### src/rtl/r5p_gpio_ctrl.sv
// GPIO controller: bus register file that drives gpio_o/gpio_e and samples gpio_i.
// Provides atomic set/clear of outputs, rise/fall edge capture into W1C status and a level irq.
module r5p_gpio_ctrl #(
  parameter int unsigned   GW      = 32,
  parameter int unsigned   AW      = 5,
  parameter logic [GW-1:0] RST_OUT = '0
) (
  input  logic          clk,
  input  logic          rst_n,
  input  logic          req_vld,
  output logic          req_rdy,
  input  logic          req_wen,
  input  logic [AW-1:0] req_adr,
  input  logic [3:0]    req_ben,
  input  logic [31:0]   req_wdt,
  output logic          rsp_vld,
  output logic [31:0]   rsp_rdt,
  output logic          rsp_err,
  output logic [GW-1:0] gpio_o,
  output logic [GW-1:0] gpio_e,
  input  logic [GW-1:0] gpio_i,
  output logic          irq
);

  localparam logic [2:0] IDX_OUT     = 3'd0;
  localparam logic [2:0] IDX_ENABLE  = 3'd1;
  localparam logic [2:0] IDX_IN      = 3'd2;
  localparam logic [2:0] IDX_OUT_SET = 3'd3;
  localparam logic [2:0] IDX_OUT_CLR = 3'd4;
  localparam logic [2:0] IDX_RISE_EN = 3'd5;
  localparam logic [2:0] IDX_FALL_EN = 3'd6;
  localparam logic [2:0] IDX_STATUS  = 3'd7;

  logic [GW-1:0] out_q, out_d;
  logic [GW-1:0] enable_q, enable_d;
  logic [GW-1:0] rise_en_q, rise_en_d;
  logic [GW-1:0] fall_en_q, fall_en_d;
  logic [GW-1:0] status_q, status_d;
  logic [GW-1:0] gpio_in_d_q, gpio_in_d_d;
  logic          rsp_vld_q, rsp_vld_d;
  logic [31:0]   rsp_rdt_q, rsp_rdt_d;
  logic          rsp_err_q, rsp_err_d;
  logic          irq_q, irq_d;

  logic [31:0]   adr_ext;
  logic [2:0]    idx;
  logic          mapped;
  logic          xfer;
  logic          wr_hit;
  logic          rd_hit;
  logic [31:0]   ben_mask;
  logic [31:0]   wdt_masked;
  logic [GW-1:0] wmask;
  logic [GW-1:0] wval;
  logic [GW-1:0] rise;
  logic [GW-1:0] fall;
  logic [GW-1:0] w1c;
  logic [31:0]   rd_val;
  logic          unused_bits;

  assign req_rdy = 1'b1;

  // Address is zero-extended so any AW decodes the same way; bits above the map make it unmapped.
  assign adr_ext     = 32'(req_adr);
  assign idx         = adr_ext[4:2];
  assign mapped      = (adr_ext[31:5] == 27'd0);
  assign xfer        = req_vld & req_rdy;
  assign wr_hit      = xfer & req_wen & mapped;
  assign rd_hit      = xfer & ~req_wen & mapped;
  assign ben_mask    = {{8{req_ben[3]}}, {8{req_ben[2]}}, {8{req_ben[1]}}, {8{req_ben[0]}}};
  assign wdt_masked  = req_wdt & ben_mask;
  assign wmask       = ben_mask[GW-1:0];
  assign wval        = wdt_masked[GW-1:0];
  assign unused_bits = ^{adr_ext[1:0], wdt_masked, ben_mask};

  always_comb begin
    out_d       = out_q;
    enable_d    = enable_q;
    rise_en_d   = rise_en_q;
    fall_en_d   = fall_en_q;
    w1c         = '0;
    gpio_in_d_d = gpio_i;

    rise = gpio_i & ~gpio_in_d_q & rise_en_q;
    fall = ~gpio_i & gpio_in_d_q & fall_en_q;

    if (wr_hit) begin
      case (idx)
        IDX_OUT:     out_d     = (out_q & ~wmask) | wval;
        IDX_ENABLE:  enable_d  = (enable_q & ~wmask) | wval;
        IDX_OUT_SET: out_d     = out_q | wval;
        IDX_OUT_CLR: out_d     = out_q & ~wval;
        IDX_RISE_EN: rise_en_d = (rise_en_q & ~wmask) | wval;
        IDX_FALL_EN: fall_en_d = (fall_en_q & ~wmask) | wval;
        IDX_STATUS:  w1c       = wval;
        default:     ;
      endcase
    end

    // A new edge in the same cycle as its W1C keeps the bit set.
    status_d = (status_q & ~w1c) | rise | fall;

    case (idx)
      IDX_OUT:     rd_val = 32'(out_q);
      IDX_ENABLE:  rd_val = 32'(enable_q);
      IDX_IN:      rd_val = 32'(gpio_in_d_q);
      IDX_RISE_EN: rd_val = 32'(rise_en_q);
      IDX_FALL_EN: rd_val = 32'(fall_en_q);
      IDX_STATUS:  rd_val = 32'(status_q);
      default:     rd_val = 32'd0;
    endcase

    rsp_vld_d = xfer;
    rsp_err_d = xfer & ~mapped;
    rsp_rdt_d = rd_hit ? rd_val : 32'd0;
    irq_d     = |status_q;
  end

  always_ff @(posedge clk or negedge rst_n) begin
    if (!rst_n) begin
      out_q       <= RST_OUT;
      enable_q    <= '0;
      rise_en_q   <= '0;
      fall_en_q   <= '0;
      status_q    <= '0;
      gpio_in_d_q <= '0;
      rsp_vld_q   <= 1'b0;
      rsp_rdt_q   <= 32'd0;
      rsp_err_q   <= 1'b0;
      irq_q       <= 1'b0;
    end else begin
      out_q       <= out_d;
      enable_q    <= enable_d;
      rise_en_q   <= rise_en_d;
      fall_en_q   <= fall_en_d;
      status_q    <= status_d;
      gpio_in_d_q <= gpio_in_d_d;
      rsp_vld_q   <= rsp_vld_d;
      rsp_rdt_q   <= rsp_rdt_d;
      rsp_err_q   <= rsp_err_d;
      irq_q       <= irq_d;
    end
  end

  assign gpio_o  = out_q;
  assign gpio_e  = enable_q;
  assign rsp_vld = rsp_vld_q;
  assign rsp_rdt = rsp_rdt_q;
  assign rsp_err = rsp_err_q;
  assign irq     = irq_q;

endmodule

### config.mk
export PLATFORM = sky130hd
export DESIGN_NAME = r5p_gpio_ctrl
export DESIGN_NICKNAME = d
export VERILOG_FILES = /design/src/rtl/r5p_gpio_ctrl.sv
export SDC_FILE = /design/constraint.sdc
export NUM_CORES = 1
export LEC_CHECK = 0
export ABC_AREA = 1
export CAP_MARGIN = 20
export CELL_PAD_IN_SITES_DETAIL_PLACEMENT = 1
export CELL_PAD_IN_SITES_GLOBAL_PLACEMENT = 2
export CORE_MARGIN = 5
export CORE_UTILIZATION = 34
export DETAILED_ROUTE_END_ITERATION = 8
export PLACE_DENSITY_LB_ADDON = 0.1
export SYNTH_ARGS = -nofsm -noshare
export SYNTH_HDL_FRONTEND = slang
export SYNTH_SLANG_ARGS = --single-unit
### constraint.sdc
create_clock -name clk -period 1.26 [get_ports clk]
set_input_delay 0.252 -clock clk [delete_from_list [all_inputs] [get_ports clk]]
set_output_delay 0.252 -clock clk [all_outputs]
set_load 0.1 [all_outputs]
# ---- Yosys cells after proc, flatten, opt, wreduce, memory -nomap -nowiden
# Cells that the tools add are included.
dict set report totals {
  out_inout_bits 100
  reg_bits 226
}
dict set report op_classes {
  n_reduce_logical 7
  muxes 5
  n_eq_ne 7
  n_bitwise 26
}
# cell count
set op_table {}
lappend op_table {{$and 32x32->32} 11}
lappend op_table {{$or 32x32->32} 7}
lappend op_table {{$pmux 32 s6} 1}
lappend op_table {{$not 32->32} 5}
lappend op_table {{$mux 32} 3}
lappend op_table {{$pmux 32 s3} 1}
lappend op_table {{$reduce_or 32->1} 1}
lappend op_table {{$eq 3x3->1 const B} 4}
lappend op_table {{$reduce_and 2->1} 4}
lappend op_table {{$eq 3x2->1 const B} 2}
lappend op_table {{$eq 3x1->1 const B} 1}
lappend op_table {{$logic_not 3->1} 1}
lappend op_table {{$reduce_bool 3->1} 1}
lappend op_table {{$and 1x1->1} 2}
lappend op_table {{$not 1->1} 1}

# ---- Longest topological paths before layout
dict set report depth {
  word_depth 7
  ltp_mapped 10
}

# ---- Worst setup path before layout
# No wires, ideal clock.
dict set report synth_path {
  kind {reg-to-reg}
  start {reg with a tool-made name}
  end {reg rsp_rdt_q[11], in the netlist rsp_rdt[11]}
  n_path_buf 0
  arrival_time_ns 1.315
  setup_slack_ns -0.133
  synth_period_minus_slack_ns 1.393
  stages_incl_launch_ff 5
  path_cell_list {dfrtp_1 > nand4_1 > nand2_1 > inv_1 > a21oi_1}
}
# element line_no
set synth_rtl {}
lappend synth_rtl {{to (signal assigned)} 139} ;# rsp_rdt_q <= rsp_rdt_d;
lappend synth_rtl {{to (decl)} 41} ;# logic [31:0] rsp_rdt_q, rsp_rdt_d;

==> qor.csv <==
stage,metric,value,unit
worst_setup_path,"CP delay by family, top",flip-flops,
logic_synthesis,syn nets,1454,
timing,final setup fails,98,
floorplanning,die area,0.0361,mm^2
worst_setup_path,Critical-path top delay cell,dfrtp_2,
place,gpl congestion,0.818,
place,post-DP HPWL,28.5,mm
logic_synthesis,Syn Area/Cell,7.99,um^2
cts,clk buf depth,3,
layout,Final #Nets,1724,
timing,Fmax achieved,705,MHz
layout,Final Cell Area,0.0165,mm^2
route,Pre-antenna DRT Iters,5,
worst_setup_path,Worst setup SP type,flop,
layout,ant diodes,0,
logic_synthesis,area share of the largest cell type after synthesis,51.4,%
global_route,GRT overflow,0,
global_route,initial antenna violation count,0,
floorplanning,IO Pins,177,
cts,root buffer cell,clkbuf_16,
worst_setup_path,reg-to-reg endpoint,irq$_DFF_PN0_,
worst_setup_path,critical path's largest stage delay,0.45,ns
place,input/output buffers,172,
global_route,vias in the first global route,11800,
route,antenna-violating nets left,0,
timing,period utilisation layout,113,%
place,DP Area,0.0150,mm^2
run_status,outcome,"complete, but fails checks",
place,placed insts,1954,
logic_synthesis,register area share after synthesis,51.4,%
floorplanning,Initial Utilization,34.7,%
cts,number of buffers created by CTS,27,
logic_synthesis,ys flop type,dfrtp_1,
global_route,Global Route Usage Sum,23.3,%
cts,Sink Count,226,
pwr,Pwr Density,1640,mW/mm^2
worst_setup_path,reg2reg setup slack,0.04,ns
layout,layout cells sized above 1,23.5,%
route,Via Count,10900,
timing,fin. max-slew vios,0,
worst_setup_path,critical-path maximum fanout,2,
timing,Final Hold Fails,0,
flow_run,Max-cap violations,0,
worst_setup_path,Worst EP required,1.01,ns
route,DRC Markers,0,
timing,RSZ-0062 raised after global routing,true,
run_status,failing checks,setup timing,
layout,Filler cells,3660,
route,Vias per Instance,5.27,
route,initial DRC count,583,
worst_setup_path,worst path bufs/invs,1,
worst_setup_path,CP Capture Type,primary output,
pwr,Pleak,7.89,nW
logic_synthesis,Cell variety after synth,26,
logic_synthesis,Ys Warns,0,
floorplanning,num rows,65,
worst_setup_path,R2R Path Start,status_q[12]$_DFF_PN0_,
layout,Post-Layout Cell Count,2069,
worst_setup_path,"Cell Chain, Critical Path",buf_12,
pwr,VDD IR max,1.18,mV
min_path,Hold WC Path Type,in -> async,
worst_setup_path,critical path data arrival time,1.17,ns
global_route,first-pass GRT wire length,66.8,mm
route,WL/cell,20.4,um
logic_synthesis,"count leader, synth",nand2_1,
global_route,largest net degree at the start of global routing,53,
layout,P&R area growth vs syn,49.5,%
logic_synthesis,Area contributors post-synth,"dfrtp_1 51%, nand2_1 13%, nand4_1 9.3%, inv_1 5.7%, o21ai_0 2.5%",
timing,final setup margin,-0.158,ns
floorplanning,die height,190,um
timing,Fin Clk Skew,0.00759,ns
floorplanning,core region area,0.0317,mm^2
logic_synthesis,Gate Count Post-Synth,1377,
logic_synthesis,register bit count reported by yosys,226,
worst_setup_path,critical path class,reg -> out,
cts,CTS tree,done,
floorplanning,Die Span X,190,um
timing,crit path time final,1.42,ns
logic_synthesis,"Async S/R FF share, synth",100,%
logic_synthesis,top post-synthesis cells by count,"393 x nand2_1, 226 x dfrtp_1, 168 x inv_1",
cts,clock latency on the worst-skew pair,0.53,ns
cts,Clock Pin Slew Worst Setup and Hold Paths,0.06,ns
logic_synthesis,mapped cell area,0.0110,mm^2
cts,H-tree depth reported by CTS,1,
route,Routed WL,42.2,mm
worst_setup_path,Reg2Reg Depth,4,
logic_synthesis,Post-synth EDFFs,0,
logic_synthesis,Yosys top cell by area,dfrtp_1,
-- power breakdown --
| group | leakage [nW] | internal, mW | switching, mW | total, mW |
|---|---|---|---|---|
| clock | 0.470 | 5.21 | 3.15 | 8.36 |
| sequential | 2.63 | 8.34 | 0.975 | 9.31 |
| combinational | 4.79 | 3.48 | 5.79 | 9.27 |
| total | 7.89 | 17.0 | 9.92 | 26.9 |
-- logic make-up after synthesis --
logic type             after synthesis  share of synthesized area (%)
other                                2                         0.0682
AND/OR/NAND/NOR                    696                           29.2
buffers and inverters              261                           9.91
AO/OA/AOI/OAI                      192                           9.47
flip-flops                         226                           51.4
-- repair_timing --
item | 4_1_cts | 5_1_grt
hold endpoints to repair | 226 | 1
setup endpoints to repair | 190 | 166
hold buffers | 1 | 1
setup buffers | 57 | 6
gates resized for setup | 4 | 8
gates cloned | 0 | 1
-- stage by stage --
stage	setup slack [ns]	TNS (ns)	power, mW	hold WS [ns]	utilization, %
after floorplan	-0.0886	-0.0886	14.2	-0.0436	-
after global placement	-0.598	-86.58	17.9	0.137	47.2
after detailed placement	-0.706	-96.22	18.1	0.143	47.2
after CTS	-0.176	-14.06	27.1	0.178	51.6
after global routing	-0.186	-14.77	28.1	0.194	51.9
final	-0.158	-11.60	26.9	0.185	51.9
-- how the worst max path moves through the flow --
stage | startpoint | end | slack, ns | cells after the start
global placement | req_vld | status_q[20]$_DFF_PN0_ | -0.60 | 7
detailed placement | req_vld | status_q[20]$_DFF_PN0_ | -0.71 | 7
finish | flop | gpio_e[0] | -0.16 | 1
floorplan | gpio_o[11]$_DFFE_PN0P_ | rsp_rdt[11]$_DFF_PN0_ | -0.09 | 4
global route | rsp_rdt[31]$_DFF_PN0_ | rsp_rdt[31] | -0.19 | 1
CTS | rsp_rdt[31]$_DFF_PN0_ | rsp_rdt[31] | -0.18 | 1
-- cell usage in the layout (no fill, tap or decap), types with 51 or more instances in the layout --
cell	netlist	final
clkdlybuf4s50_1	0	68
dfrtp_2	0	65
buf_12	0	134
nand4_1	163	163
dfrtp_1	226	161
nand2_1	393	392
o21ai_0	56	55
nor2_1	51	51
buf_4	9	120
inv_1	168	167
-- final cells by class --
type,instances,area (um^2),share of cell area (%)
clock buffers,41,808,4.91
clock inverters,8,140,0.852
inverters,173,651,3.95
multi-input cells,890,4270,25.9
flip-flops and latches,226,5740,34.9
well taps,402,503,3.06
repair buffers,329,4350,26.4
-- metal layers --
| metal | vias up | GRT usage [%] | wire (um) |
|---|---|---|---|
| met3 | 61 | 2.79 | 1590 |
| met2 | 225 | 40.2 | 20700 |
| met1 | 5481 | 31.5 | 19200 |
| met5 | - | 0 | 0 |
| li1 | 5132 | - | - |
| met4 | 0 | 5.29 | 814 |
-- worst reg2reg max path: cells and delay by family, from the launching register on --
family           cells  cell delay (ns)
DFF                  1             0.40
and+or+nand+nor      4             0.70
Power figures use the tool's default switching activity.
